## src/rtl/bit_counter_if.sv

```systemverilog
// Operand/result handshake between the switch-driven controller and the bit counter.
// The master drives start and the operand; the slave returns the count and done flag.
interface bit_counter_if #(
  parameter int WIDTH = 8
);
  localparam int RESULT_W = $clog2(WIDTH + 1);

  logic                start;
  logic [WIDTH-1:0]    A;
  logic [RESULT_W-1:0] result;
  logic                done;

  modport master (
    output start,
    output A,
    input  result,
    input  done
  );

  modport slave (
    input  start,
    input  A,
    output result,
    output done
  );
endinterface

```

## src/rtl/bit_counter.sv

```systemverilog
// Population counter: loads an operand in idle, shifts it out LSB-first while
// accumulating set bits, then holds the count for the HEX display until start drops.
module bit_counter #(
  parameter int WIDTH    = 8,
  parameter int RESULT_W = $clog2(WIDTH + 1)
) (
  input  logic         clk,
  input  logic         reset,
  bit_counter_if.slave bus
);

  typedef enum logic [1:0] {
    S_IDLE,
    S_COUNT,
    S_DONE
  } state_t;

  state_t              state;
  logic [WIDTH-1:0]    shreg;
  logic [RESULT_W-1:0] result;

  // Counting stops as soon as the remaining operand is zero, so latency tracks the highest set bit.
  always_ff @(posedge clk) begin
    if (reset) begin
      state  <= S_IDLE;
      shreg  <= '0;
      result <= '0;
    end else begin
      case (state)
        S_IDLE: begin
          shreg  <= bus.A;
          result <= '0;
          if (bus.start) begin
            state <= S_COUNT;
          end
        end
        S_COUNT: begin
          if (shreg == '0) begin
            state <= S_DONE;
          end else begin
            result <= result + RESULT_W'(shreg[0]);
            shreg  <= shreg >> 1;
          end
        end
        S_DONE: begin
          if (!bus.start) begin
            state <= S_IDLE;
          end
        end
        default: begin
          state <= S_IDLE;
        end
      endcase
    end
  end

  assign bus.result = result;
  assign bus.done   = (state == S_DONE);

endmodule
```

## src/flat_wrapper.sv

```systemverilog
// flat-port wrapper written by rule: the top's interface ports become plain ports
module bit_counter_flat 
#(
  parameter int WIDTH    = 8,
  parameter int RESULT_W = $clog2(WIDTH + 1)
)
  (clk, reset, bus_start, bus_A, bus_result, bus_done);
  bit_counter_if #(.WIDTH(WIDTH)) bus_i ();
  input  logic clk;
  input  logic reset;
  input wire logic [$bits(bus_i.start)-1:0] bus_start;
  input wire logic [$bits(bus_i.A)-1:0] bus_A;
  output wire logic [$bits(bus_i.result)-1:0] bus_result;
  output wire logic [$bits(bus_i.done)-1:0] bus_done;
  assign bus_i.start = bus_start;
  assign bus_i.A = bus_A;
  assign bus_result = bus_i.result;
  assign bus_done = bus_i.done;
  bit_counter #(.WIDTH(WIDTH), .RESULT_W(RESULT_W)) u_core (.clk(clk), .reset(reset), .bus(bus_i));
endmodule
```

## config.mk

```make
export PLATFORM = sky130hd
export DESIGN_NAME = bit_counter_flat
export DESIGN_NICKNAME = d
export VERILOG_FILES = /design/src/rtl/bit_counter_if.sv /design/src/rtl/bit_counter.sv /design/src/flat_wrapper.sv
export SDC_FILE = /design/constraint.sdc
export NUM_CORES = 1
export LEC_CHECK = 0
export CAP_MARGIN = 40
export CORE_MARGIN = 2
export CORE_UTILIZATION = 53
export DETAILED_ROUTE_END_ITERATION = 10
export DONT_BUFFER_PORTS = 1
export PLACE_DENSITY = 0.79
export SLEW_MARGIN = 20
export SYNTH_ARGS = -nofsm -noshare
export SYNTH_HDL_FRONTEND = slang
export SYNTH_SLANG_ARGS = --single-unit
export TNS_END_PERCENT = 1
```

## constraint.sdc

```tcl
create_clock -name clk -period 1.5 [get_ports clk]
set_input_delay 0.3 -clock clk [delete_from_list [all_inputs] [get_ports clk]]
set_output_delay 0.3 -clock clk [all_outputs]
set_load 0.005 [all_outputs]
```

==> results_dict.tcl <==
set metrics [dict create \
    synth.net_count 97 \
    postRouteAntennaNets 0 \
    dieArea_mm2 0.00174 \
    grt_max_degree 22 \
    avgSynthCellArea_um2 9.00 \
    synth_edf_count 0 \
    clkSinkCount 14 \
    synth_seq_cells 14 \
    setup_tns_ns -0.237 \
    rows 13 \
    period_minus_slack_ns 1.57 \
    h-tree-depth 1 \
    netlist_area_um2 756 \
    met2_usage_pct 31.9 \
    async_reset_ff_share_pct 0 \
    placed_cell_area_um2 841 \
    hpwl_um 1130 \
    p_leak_uw 0.000362 \
    failed_checks "setup timing" \
    dr.pass1.iters 4 \
    hold_path.class "in2reg" \
    syn_to_final_growth_pct 18.7 \
    cts_tree "built" \
    die_h_um 41.8 \
    slew_violations 0 \
    grt_pass1_wl_um 2700 \
    clock_latency_ns 0.28 \
    hold_viol_final 0 \
    use_met3_pct 4.78 \
    ir_worst_vdd_uv 604 \
    whs_ns 0.0666 \
    max-slew-margin-rel_pct 77.4 \
    drt_iter0_drc 10 \
    yosysSeqAreaShare_pct 37.1 \
    setup_slack_ns -0.0725 \
    min_path_cells 1 \
    power_density_mw_per_mm2 956 \
    arrival_ns 1.80 \
    drc 0 \
    io_pins 16 \
    via_count 643 \
    nets 107 \
    skew_ns 0.00112 \
    num_antenna_cells 0 \
    fp.coreArea_mm2 0.00132 \
    fmax_ghz 0.636 \
    layout-drive-gt1-share_pct 32.3 \
    wl_per_cell_um 14.4 \
    synthFlopType "dfxtp_1" \
    cts_root_buf "clkbuf_4" \
    yosysTopAreaCell "dfxtp_1" \
    antenna_found_initial 0 \
    yosysTopAreaCellShare_pct 37.1 \
    vias_per_cell 5.95 \
    finalInstanceArea_um2 897 \
    post_cts_buffers 0 \
    grt-ovfl-total 0 \
    setup.worst_path.class "reg2reg" \
    routabilityCongestion 0.765 \
    worstSetupEndpointType "flip-flop" \
    synthTopCellsByArea "dfxtp_1, mux2_2, mux2i_1" \
    use_met1_pct 25.2 \
    grt_setup_unrepaired "yes" \
    worst_pin_slew_ns 0.330 \
    status "finished, violations left" \
    grt_usage_pct 19.9 \
    cts_buffers 3 \
    cts_max_path_buffers 2 \
    critPathRequiredTime_ns 1.72 \
    cp_max_fo 7 \
    finalSetupViolations 5 \
    dp_slack_ns -0.125 \
    top_usage_layer "met2" \
    port_buffers 0 \
    drt-total-wl_um 1560 \
    yosysWarnings 0 \
    grt_pass1_vias 612 \
    start_util_pct 57.4 \
    total_power_uw 858 \
    period_share_pct 105 \
    cap_violations 0 \
    syn_inst 84 \
    clkTransAtPathRegs_ns 0.09 \
    fp.dieW_um 41.8 \
    start_kind "flip-flop" \
    synth_cell_types 26 \
    r2r_cells 3 \
]
logic make-up (layout without fill, tap and decap cells):
group           Yosys count  count (layout)  share of synthesized area [%]
compound gates            9               9                           9.44
fa+ha+maj                 2               2                           3.31
buf+inv                  10              19                           5.13
flops                    14              14                           37.1
mux                      14              14                           19.7
simple gates             35              35                           25.3
where the power goes:
group	switching [µW]	internal [µW]	leakage, µW	total, µW
clock	132	148	0.0000210	280
combinational	67.7	92.4	0.000226	160
sequential	22.2	396	0.000115	418
cell usage after synthesis, drive strengths merged (2+ instances only):
| cell type | n |
|---|---|
| clkbuf | 7 |
| nand4b | 2 |
| ha | 2 |
| nor2 | 11 |
| dfxtp | 14 |
| o221ai | 2 |
| nand3b | 2 |
| inv | 2 |
| mux2i | 7 |
| nand2 | 8 |
| or4 | 6 |
| mux2 | 7 |
area by class of cell:
class                   instances  area [µm²]
multi-input cells              60         455
clock buffers                   4        36.3
well taps                      15        18.8
repair buffers                 13        97.6
flip-flops and latches         14         282
inverters                       2        7.51
fillers                       110         420
cells in the final DEF, fill, tap and decap left out:
cell type / n
or3_1: 1
o31a_1: 1
a22oi_1: 1
a21oi_2: 1
nor2b_1: 1
mux2_2: 7
or4_4: 4
inv_1: 2
dfxtp_2: 1
clkbuf_8: 1
nor3_1: 1
nor4bb_1: 1
dfxtp_1: 13
nor4b_1: 1
clkbuf_4: 3
nand4b_1: 2
mux2i_1: 7
and3_1: 1
a2111oi_0: 1
o22ai_1: 1
buf_4: 13
nand3b_1: 2
o211ai_1: 1
nand2_1: 8
ha_1: 2
or4_1: 2
o221ai_1: 2
o211a_1: 1
nor2_1: 11
routing by layer:
| layer | vias to the layer above | wire length, µm |
|---|---|---|
| met5 | - | 0 |
| met4 | 0 | 21 |
| met3 | 4 | 66 |
| met2 | 14 | 761 |
| met1 | 302 | 707 |
| li1 | 323 | - |
repair_timing:
action | CTS | global route
resized for setup | 2 | 4
hold buffers | 0 | 0
pin swaps | 2 | 3
endpoints found under the setup margin | 6 | 6
worst max-delay path, cell delays in order, from the launching register on:
cell	delay [ns]
dfxtp_1	0.33
or4_4	0.58
or4_4	0.50
a21oi_2	0.12
path summary, 6_finish.rpt:
kind,from,endpoint,slack (ns)
worst max-delay path,u_core.shreg[7],u_core.state[1],-0.07
worst min-delay path,reset,u_core.state[1],0.07
worst max register to register,u_core.shreg[7],u_core.state[1],-0.07
worst min register to register,u_core.bus.result[1],u_core.bus.result[1],0.59
state kept, by name (all words and copies together), names as in the netlist:
signal,count
u_core.shreg,8
u_core.state,2
u_core.bus.result,4
metrics by stage:
| stage | instances | utilization (%) |
|---|---|---|
| final | 108 | 68.1 |
| after floorplan | 84 | - |
| after global routing | 108 | 68.1 |
| after CTS | 108 | 67.1 |
| after detailed placement | 104 | 63.8 |
| after global placement | 104 | 63.8 |
No activity file was read; power rests on OpenSTA's default activity.
